<file path="config.mk">
export PLATFORM = sky130hd
export DESIGN_NAME = bus_rr_2m
export DESIGN_NICKNAME = d
export VERILOG_FILES = /design/src/rtl/bus_rr_2m.sv
export SDC_FILE = /design/constraint.sdc
export NUM_CORES = 1
export LEC_CHECK = 0
export BUFFER_PORTS_ARGS = -buffer_cell sky130_fd_sc_hd__buf_2
export CAP_MARGIN = 20
export CORE_AREA = 4 4 169 171
export DETAILED_ROUTE_END_ITERATION = 6
export DIE_AREA = 0 0 173 175
export PLACE_DENSITY = 0.4
export RECOVER_POWER = 100
export SYNTH_ARGS = -nofsm -noshare
export SYNTH_HDL_FRONTEND = slang
export SYNTH_SLANG_ARGS = --single-unit
</file>
<file path="constraint.sdc">
create_clock -name clk -period 2.6 [get_ports clk]
set_clock_uncertainty 0.15 [all_clocks]
set_input_delay 0.52 -clock clk [delete_from_list [all_inputs] [get_ports clk]]
set_output_delay 0.52 -clock clk [all_outputs]
set_load 0.05 [all_outputs]
</file>
<file path="src/rtl/bus_rr_2m.sv">
// bus_rr_2m: two-master, NS-slave system bus with a registered round-robin
// arbiter, address-window slave decode and a 1-cycle registered read select.
//
// Ports:
//   clk, reset_n            system clock (rising edge), synchronous active-low reset
//   m0_req/wr/addr/dout     master 0 request, write strobe, address, write data
//   m1_req/wr/addr/dout     master 1, same meaning
//   m0_grant, m1_grant      registered bus ownership, decoded from arbiter state
//   m_din                   read data back to both masters (from previous cycle's select)
//   s_sel                   one-hot slave select (lowest index wins on overlap)
//   s_addr, s_wr, s_din     slave-side address / write strobe / write data
//   s_dout                  packed slave read data, slave i at [i*DW +: DW]
//   bus_err                 registered decode-error flag for the previous granted cycle
module bus_rr_2m #(
  parameter int              DW     = 64,
  parameter int              AW     = 16,
  parameter int              NS     = 2,
  parameter logic [NS*AW-1:0] S_BASE = {16'h7000, 16'h0000},
  parameter logic [NS*AW-1:0] S_LAST = {16'h71FF, 16'h07FF}
) (
  input  logic             clk,
  input  logic             reset_n,
  input  logic             m0_req,
  input  logic             m0_wr,
  input  logic [AW-1:0]    m0_addr,
  input  logic [DW-1:0]    m0_dout,
  input  logic             m1_req,
  input  logic             m1_wr,
  input  logic [AW-1:0]    m1_addr,
  input  logic [DW-1:0]    m1_dout,
  output logic             m0_grant,
  output logic             m1_grant,
  output logic [DW-1:0]    m_din,
  output logic [NS-1:0]    s_sel,
  output logic [AW-1:0]    s_addr,
  output logic             s_wr,
  output logic [DW-1:0]    s_din,
  input  logic [NS*DW-1:0] s_dout,
  output logic             bus_err
);

  typedef enum logic [1:0] {IDLE, G0, G1} state_t;

  state_t          state, state_nxt;
  logic            last_srv;   // 0: master 0 served last, 1: master 1
  logic [NS-1:0]   sel_q;
  logic            granted;
  logic            hit_any;
  logic            mux_wr;

  // Arbiter next state: owner keeps the bus while requesting, hands over
  // directly to a waiting master, ties from IDLE go to the one not served last.
  always_comb begin
    // NOTE: every always_comb output gets a default first so no path leaves it unassigned (no latch).
    state_nxt = state;
    unique case (state)
      IDLE: begin
        if (m0_req && m1_req) state_nxt = last_srv ? G0 : G1;
        else if (m0_req)      state_nxt = G0;
        else if (m1_req)      state_nxt = G1;
      end
      G0: begin
        if (!m0_req) state_nxt = m1_req ? G1 : IDLE;
      end
      G1: begin
        if (!m1_req) state_nxt = m0_req ? G0 : IDLE;
      end
      default: state_nxt = IDLE;
    endcase
  end

  assign m0_grant = (state == G0);
  assign m1_grant = (state == G1);
  assign granted  = m0_grant || m1_grant;

  // Slave-side mux from the current owner; zero when idle.
  always_comb begin
    s_addr = '0;
    s_din  = '0;
    mux_wr = 1'b0;
    if (m0_grant) begin
      s_addr = m0_addr;
      s_din  = m0_dout;
      mux_wr = m0_wr;
    end else if (m1_grant) begin
      s_addr = m1_addr;
      s_din  = m1_dout;
      mux_wr = m1_wr;
    end
  end

  // Window decode: first matching slave from index 0 upward wins.
  always_comb begin
    logic [AW-1:0] base_v;
    logic [AW-1:0] last_v;
    s_sel   = '0;
    hit_any = 1'b0;
    for (int i = 0; i < NS; i++) begin
      base_v = S_BASE[i*AW +: AW];
      last_v = S_LAST[i*AW +: AW];
      if (granted && !hit_any && (s_addr >= base_v) && (s_addr <= last_v)) begin
        s_sel[i] = 1'b1;
        hit_any  = 1'b1;
      end
    end
  end

  // Writes to unmapped addresses never reach a slave.
  assign s_wr = mux_wr && hit_any;

  // Read return uses the select registered on the previous edge.
  always_comb begin
    m_din = '0;
    for (int i = 0; i < NS; i++) begin
      if (sel_q[i]) m_din = m_din | s_dout[i*DW +: DW];
    end
  end

  always_ff @(posedge clk) begin
    // NOTE: registered state uses non-blocking assignments so all flops update together at the edge.
    if (!reset_n) begin
      state    <= IDLE;
      last_srv <= 1'b1;
      sel_q    <= '0;
      bus_err  <= 1'b0;
    end else begin
      state   <= state_nxt;
      sel_q   <= s_sel;
      bus_err <= granted && !hit_any;
      if (state_nxt == G0) last_srv <= 1'b0;
      else if (state_nxt == G1) last_srv <= 1'b1;
    end
  end

endmodule

</file>
# ---- Yosys cells after proc, flatten, opt, wreduce, memory -nomap -nowiden
# Cells that the tools add are included.
dict set report op_classes {
  add_sub_neg 0
  multipliers 0
  n_div 0
  order_cmp 4
  eq_ne 4
  shifts 0
  muxes 22
  bitwise 1
  n_reduce_logical 13
}
# cell count
set op_table {}
lappend op_table {{2-to-1 mux 64 bit} 4}
lappend op_table {{OR 64 bit} 1}
lappend op_table {{2-to-1 mux 16 bit} 2}
lappend op_table {{>= comparator 16 x 1 -> 1 bit (second input constant)} 1}
lappend op_table {{>= comparator 16 x 15 -> 1 bit (second input constant)} 1}
lappend op_table {{less-or-equal comparator 16 x 11 -> 1 bit (second input constant)} 1}
lappend op_table {{less-or-equal comparator 16 x 15 -> 1 bit (second input constant)} 1}
lappend op_table {{2-to-1 mux 2 bit} 7}
lappend op_table {{logical AND 1 bit} 8}
lappend op_table {{2-to-1 mux 1 bit} 8}
lappend op_table {{one-hot mux 2 bit (3 select lines)} 1}
lappend op_table {{equality test 2 x 1 -> 1 bit (second input constant)} 2}
lappend op_table {{equality test 2 bit (second input constant)} 2}
lappend op_table {{logical NOT 1 bit} 2}
lappend op_table {{logical NOT 2 bit} 1}
lappend op_table {{nonzero test 2 bit} 1}
lappend op_table {{logical OR 1 bit} 1}
dict set report word_totals {
  register_bits 6
  latchBits 0
  ramBits 0
  romBits 0
  output_inout_bits 150
  memories 0
}

# ---- Depth between registers and ports, before layout
# Gate-level depths: netlist of run 1.
dict set report logic_depth {
  word_depth 14
  mapped_depth 11
  depth_no_buf 10
}

# ---- Least setup slack after synthesis of run 1
# OpenSTA, ideal clock, no wires.
dict set report synth_timing {
  path_type {flip-flop to output port}
  start {reg state[1]}
  end {out s_sel[0]}
  arrival_time_ns 2.731
  t_required_ns 1.930
  path_slack_ns -0.801
  stages_incl_launch_ff 6
  n_path_buf 0
  cell_sequence {dfxtp_1 inv_1 ha_1 nor2b_1 a22o_1 nor3_1}
}
dict set report synth_via {
  word_cells_on_any_way 10
  classes_between {2 x order compare; 2 x eq/ne; 3 x mux; 3 x reduce/logical}
}
# item line_no
set synth_rtl {}
lappend synth_rtl {{start, declared} 44} ;# state_t state, state_nxt;
lappend synth_rtl {{start signal, assigned} 127} ;# state <= state_nxt;
lappend synth_rtl {{equality test 2 x 1 -> 1 bit (*)} 72} ;# assign m0_grant = (state == G0);
lappend synth_rtl {{net m0_grant} 31} ;# output logic m0_grant,
lappend synth_rtl {{2-to-1 mux 16 bit (*)} 81} ;# if (m0_grant) begin
lappend synth_rtl {{net s_addr[13]} 35} ;# output logic [AW-1:0] s_addr,
lappend synth_rtl {{>= comparator 16 x 1 -> 1 bit} 101} ;# if (granted && !hit_any && (s_addr >= base_v) && (s_addr <= last_v)) begin
lappend synth_rtl {{logical AND 1 bit} 101}
lappend synth_rtl {{logical AND 1 bit (*)} 101}
lappend synth_rtl {{2-to-1 mux 1 bit (*)} 101}
lappend synth_rtl {{end, declared} 34} ;# output logic [NS-1:0] s_sel,
# The timed path passes the listed nets; every way through them passes the cells marked *.

# ---- Final worst setup path of run 1
dict set report layout_timing {
  start {reg state[1]}
  end {out s_wr}
}
dict set report layout_via {
  elab_chain_cells 13
  word_cells_on_any_way 20
  classes_between {4 x order compare; 2 x eq/ne; 6 x mux; 8 x reduce/logical}
}
# item line_no
set layout_rtl {}
lappend layout_rtl {{equality test 2 bit} 73} ;# assign m1_grant = (state == G1);
lappend layout_rtl {{2-to-1 mux 16 bit} 85} ;# end else if (m1_grant) begin
lappend layout_rtl {{2-to-1 mux 16 bit} 81}
lappend layout_rtl {{>= comparator 16 x 1 -> 1 bit} 101}
lappend layout_rtl {{logical AND 1 bit (2 in a row)} 101}
lappend layout_rtl {{2-to-1 mux 1 bit} 101}
lappend layout_rtl {{logical NOT 1 bit} 101}
lappend layout_rtl {{logical AND 1 bit (3 in a row)} 101}
lappend layout_rtl {{2-to-1 mux 1 bit} 101}
lappend layout_rtl {{logical AND 1 bit (*)} 109} ;# assign s_wr = mux_wr && hit_any;
lappend layout_rtl {{end, declared} 36} ;# output logic s_wr,
# Every way passes the cells marked *; elsewhere a longest branch is shown, timed or not.

==> out/qor.txt, run 1 <==
Max Slew Vio Count = 0
Iteration-0 DRC Markers = 176
number of buffers created by CTS = 3
routing usage on met2 = 25.0%
layout cells sized above 1 = 67.9%
syn avg cell area = 5.52 µm²
#FFs+latches synth = 6
drt wl/cell = 17.5 µm
DRC violations left = 0
drt total wl = 20500 µm
fraction of registers with async set/reset = 0%
TNS Setup = -0.0721 ns
RD Place Congestion = 0.832
clock sink count = 6
Clk pwr share = 8.5%
Port Buf Inserts = 443
CP cell instances = inv_2, ha_4, buf_4, nand2_2, o32a_1, o32a_1, nor3_4, buf_12
area grow syn2layout = 150%
Core ar. = 0.0269 mm²
Die X-Extent = 173 µm
PwrDens = 559 mW/mm²
DP Wirelength = 17900 µm
commonest non-fill, non-tap cell in the layout = buf_2
footprint of the multi-input gates = 0.00224 mm²
overall power = 3050 µW
worst setup margin = -0.0721 ns
VDD IR max = 0.292 mV
Worst slew margin = 53.9%
max-cap violations = 0
Fillers = 3097
global route overflow = 0
GR peak layer = met2
worst-path maximum fanout = 10
Post-synth EDFFs = 0
worst path required time = 1.93 ns
Primary FF master, synth = dfxtp_1
CTS Hold Bufs = 0
row count = 60
Seq pwr share = 4.0%
H-tree Lvls = 1
die area = 0.0303 mm²
slowest stage delay, CP = 0.38 ns
sw frac = 65.1%
Mapped Area = 0.00218 mm²
Unique masters post-synth = 31
Clock Path Buffers = 2
combinational group share of total power = 87.4%
CP arrival = 2.00 ns
Routed Antenna Nets = 0
Least-Margin Pin Slew = 0.692 ns
Die H = 175 µm
Worst Setup Path Type = reg -> out
Seq/Total Area, Yosys = 5.50%
fin crit period = 2.67 ns
clk slew on worst S/H paths = 0.04 ns
# setup viols final = 1
vias in the first global route = 4801
Vias per Instance = 3.98
final hold viol count = 0
startpoint types = flop
first-pass GRT wire length = 29000 µm
commonest cells after routing, fill and taps aside = buf_2, nand2_1, clkbuf_2
total track usage = 12.3%
Worst setup EP type = output pin
Clk Tree Root Cell = clkbuf_16
Initial Util = 8.12%
Final period util = 103%
RSZ-0062 raised after global routing = true
maximum clock frequency = 374 MHz
Synth Net Count = 694
sw power = 1990 µW
Int Power = 1070 µW
first-pass detailed-route iteration total = 5
Most common cell on crit path = o32a_1
worst skew pair latency = 0.23 ns
met1 Track Usage GR = 12.1%
Min-Delay Path Class = reg -> reg
register area = 130 µm²
antenna violations before repair = 14
status = finished, violations left
violated checks = setup timing
TritonCTS clock tree = yes
GR Util met3 = 2.96%
# nets final = 1123
Leakage = 0.00285 µW
# IOs = 444
Slowest cell on crit path = o32a_1
Post-Synthesis Cells = 395
largest net degree at the start of global routing = 65
Yosys warnings = 0
Via Count = 4657
-- cell type report --
class	count	share of cell area (%)
Timing Repair Buffer	465	46.6
Multi-Input combinational cell	343	41.1
Tap cell	341	7.82
Sequential cell	6	2.38
Clock buffer	4	1.44
Inverter	5	0.390
Antenna cell	5	0.229
-- routing by layer --
layer	vias to the layer above	part of all wire (%)
li1	2274	-
met3	36	8.0
met5	-	0.10
met4	4	3.2
met1	2032	34
met2	311	55
-- state kept, by name, indices dropped and copies added, names as in the netlist --
register  flops
sel_q         2
bus_err       1
last_srv      1
state         2
-- cells by family (layout without fill, tap and decap cells) --
group           Yosys count  in the layout  share of synthesized area, %
other cells               0              5                             0
flops                     6              6                          5.50
mux                       2              2                         0.975
simple gates            175            175                          31.8
fa+ha+maj                 5              5                          2.87
compound gates          161            161                          50.1
buf+inv                  46            474                          8.72
-- power by group through the flow --
| stage | clock network, µW | registers (µW) | logic, µW |
|---|---|---|---|
| finish | 261 | 123 | 2670 |
| global route | 274 | 124 | 2840 |
| CTS | 268 | 124 | 2680 |
| detailed placement | 0 | 126 | 2600 |
| global placement | 0 | 125 | 2600 |
| floorplan | 0 | 133 | 1840 |
-- synthesized netlist by cell type, types with 2 or more instances --
library cell / instances / share of area (%)
a22o_1: 67 / 27
buf_1: 10 / 1.7
ha_1: 5 / 2.9
inv_1: 5 / 0.86
o21ai_0: 81 / 19
a32oi_1: 2 / 0.80
nor3_1: 2 / 0.46
buf_2: 8 / 1.8
nand2_1: 157 / 27
o21ai_1: 2 / 0.46
nor2_1: 6 / 1.0
a21oi_1: 2 / 0.46
dfxtp_1: 6 / 5.5
clkbuf_1: 22 / 3.8
nor2b_1: 3 / 0.86
o32a_1: 2 / 0.92
-- metrics by stage --
step	instance area, µm²	util, %	cells	worst slack (ns)	hold WS [ns]
after floorplan	2540	-	395	-0.0146	0.294
after global placement	5220	19.4	1151	0.0653	0.323
after detailed placement	5220	19.4	1151	0.0466	0.317
after CTS	5430	20.2	1163	-0.0765	0.332
after global routing	5460	20.3	1168	-0.160	0.368
final	5460	20.3	1169	-0.0721	0.329
-- path summary, 6_finish.rpt --
| kind | startpoint | end | slack [ns] | cells past startpoint |
|---|---|---|---|---|
| worst max-delay path | state[1]$_SDFF_PN0_ | s_wr | -0.07 | 8 |
| worst min-delay path | last_srv$_SDFFE_PN1P_ | last_srv$_SDFFE_PN1P_ | 0.33 | 2 |
| worst max register to register | state[0]$_SDFF_PN0_ | last_srv$_SDFFE_PN1P_ | 0.45 | 10 |
| worst min register to register | last_srv$_SDFFE_PN1P_ | last_srv$_SDFFE_PN1P_ | 0.33 | 2 |
-- timing repair --
action | 4_1_cts | 5_1_grt
gates cloned | 1 | 1
setup endpoints to repair | 19 | 33
pin swaps | 5 | 0
setup buffers | 7 | 0
resized for setup | 12 | 6
-- worst max-delay path, delay by kind of cell (launching register included) --
kind / cells / cell delay, ns
buffers and inverters: 3 / 0.36
DFF: 1 / 0.35
adders and majority gates: 1 / 0.21
AOI/OAI and AO/OA: 2 / 0.63
and+or+nand+nor: 2 / 0.21
Power figures use the tool's default switching activity.
==> run 2, diff against run 1 <==
- BUFFER_PORTS_ARGS: -buffer_cell sky130_fd_sc_hd__buf_2 -> not set
- CORE_AREA: 4 4 169 171 -> 4 4 173 175
- DIE_AREA: 0 0 173 175 -> 0 0 177 179
- DONT_BUFFER_PORTS: not set -> 1
- PLACE_DENSITY: 0.4 -> 0.3
==> out/qor.txt, run 2 (synthesized netlist as in run 1, its figures left out) <==
sw frac = 56.9% (-8.2 points)
RSZ-0062 raised after global routing = true
global route overflow = 0 (unchanged)
Iteration-0 DRC Markers = 94 (-47%)
final hold viol count = 0 (unchanged)
Seq pwr share = 4.3% (+0.3 points)
Final period util = 99.9% (-2.8 points)
Core ar. = 0.0285 mm² (+5.9%)
Clock Path Buffers = 2 (unchanged)
Vias per Instance = 3.88 (-2.7%)
PwrDens = 704 mW/mm² (+26%)
layout cells sized above 1 = 45.6% (-22 points)
# nets final = 776 (-31%)
worst path required time = 1.93 ns (about the same)
Initial Util = 7.66% (-0.45 points)
fin cells = 860 (-26%)
overall power = 3490 µW (+14%)
Via Count = 3334 (-28%)
TritonCTS clock tree = yes
Clk Tree Root Cell = clkbuf_16
startpoint types = flop
Die H = 179 µm (+2.3%)
CP cell instances = inv_4, ha_4, nand2_4, o32a_1, o32a_1, nor3_4, buf_12
drt wl/cell = 23.4 µm (+33%)
clock sink count = 6 (unchanged)
total track usage = 11.2% (-1.1 points)
worst-path maximum fanout = 5 (-5)
die area = 0.0317 mm² (+4.7%)
fin crit period = 2.60 ns (-0.0736 ns)
CTS Hold Bufs = 0 (unchanged)
# setup viols final = 0 (-1)
maximum clock frequency = 385 MHz (+2.8%)
Slowest cell on crit path = o32a_1
Most common cell on crit path = o32a_1
Worst slew margin = 58.1% (+4.2 points)
status = complete, no violations
crit path from = state[0]$_SDFF_PN0_
Least-Margin Pin Slew = 0.631 ns (-0.0615 ns)
hold path startpoint = reset_n
H-tree Lvls = 1 (unchanged)
area grow syn2layout = 127%
placed instance count = 844 (-27%)
Leakage = 0.00178 µW (-37%)
vias in the first global route = 3316 (-31%)
combinational group share of total power = 88.2% (+0.8 points)
Max Slew Vio Count = 0 (unchanged)
Min-Delay Path Class = in -> reg
# IOs = 444 (unchanged)
CP arrival = 1.93 ns (-0.07 ns)
commonest cells after routing, fill and taps aside = nand2_1, buf_12, o21ai_2
commonest non-fill, non-tap cell in the layout = nand2_1
DP Wirelength = 18500 µm (+3.3%)
number of buffers created by CTS = 3 (unchanged)
Port Buf Inserts = 0 (-100%)
Worst Setup Path Type = reg -> out
FF-to-FF Start = state[0]$_SDFF_PN0_
sw power = 1990 µW (about the same)
Routed Antenna Nets = 0 (unchanged)
slowest stage delay, CP = 0.37 ns (about the same)
max-cap violations = 0 (unchanged)
row count = 62 (+3.3%)
Int Power = 1510 µW (+41%)
first-pass detailed-route iteration total = 4 (-1)
DRC violations left = 0 (unchanged)
Clk pwr share = 7.5% (-1.0 points)
drt total wl = 20100 µm (-1.9%)
# diodes = 0 (-5)
clk slew on worst S/H paths = 0.04 ns (about the same)
antenna violations before repair = 8 (-6)
largest net degree at the start of global routing = 64 (-1.5%)
Top Registers = sel_q: 2 flops, state: 2 flops
Worst setup EP type = output pin
VDD IR max = 0.213 mV (-27%)
first-pass GRT wire length = 25100 µm (-13%)
RD Place Congestion = 0.763 (-8.2%)
Die X-Extent = 177 µm (+2.3%)
worst skew pair latency = 0.23 ns (about the same)
Fillers = 3186 (+2.9%)
## run 2: cell types whose count changed in the layout (fill, tap and decap cells not counted), sizes merged
cell / before / now
diode: 5 / 0
buf: 320 / 118
clkbuf: 149 / 4
## run 2: path summary, 6_finish.rpt
path	endpoint	slack, ns	cells past startpoint
max	s_wr	0.002	7
min	last_srv$_SDFFE_PN1P_	0.21	1
max reg2reg	last_srv$_SDFFE_PN1P_	0.35	11
min reg2reg	last_srv$_SDFFE_PN1P_	0.33	2
## run 2: cell type report
class	instances	area [µm²]	area share [%]
Multi-Input combinational cell	343	2250	45.4
Sequential cell	6	130	2.62
Tap cell	384	480	9.68
Clock buffer	4	78.8	1.59
Timing Repair Buffer	118	2000	40.2
Inverter	5	23.8	0.479
## run 2: repair_timing
action                                  in CTS  in global routing
pin swaps                                    6                  2
hold endpoints to repair                     0                  0
setup buffers                               10                  2
resized for setup                            6                  8
endpoints found under the setup margin      12                 11
## run 2: worst max-delay path, delay by kind of cell (launching register included)
| family | cells | cell delay (ns) |
|---|---|---|
| compound gates | 2 | 0.72 |
| fa+ha+maj | 1 | 0.17 |
| buf+inv | 2 | 0.23 |
| flops | 1 | 0.36 |
| simple gates | 2 | 0.22 |
## run 2: power groups by stage
| stage | Sequential, µW | Combinational, µW | Clock, µW |
|---|---|---|---|
| after floorplan | 133 | 1840 | 0 |
| after detailed placement | 152 | 3030 | 0 |
| after CTS | 149 | 3080 | 275 |
| final | 149 | 3080 | 263 |
| after global routing | 152 | 3220 | 279 |
| after global placement | 151 | 3040 | 0 |
## run 2: per-stage QoR
step | hold slack, ns | instance area (µm²) | utilization, % | worst slack (ns) | setup TNS, ns
3_5_place_dp | 0.329 | 4730 | 16.6 | 0.0823 | 0
4_1_cts | 0.202 | 4900 | 17.2 | -0.00969 | -0.00969
5_1_grt | 0.219 | 4960 | 17.4 | -0.0757 | -0.0906
2_1_floorplan | 0.294 | 2540 | - | -0.0146 | -0.0146
6_report | 0.207 | 4960 | 17.4 | 0.00156 | 0
3_3_place_gp | 0.319 | 4730 | 16.6 | 0.104 | 0
## run 2: per-layer routing
metal	vias up	track usage, %	part of all wire, %
li1	1573	-	-
met1	1460	9.84	29
met2	277	25.4	61
met3	20	2.57	9.3
met4	4	1.48	1.2
met5	-	0	0.10
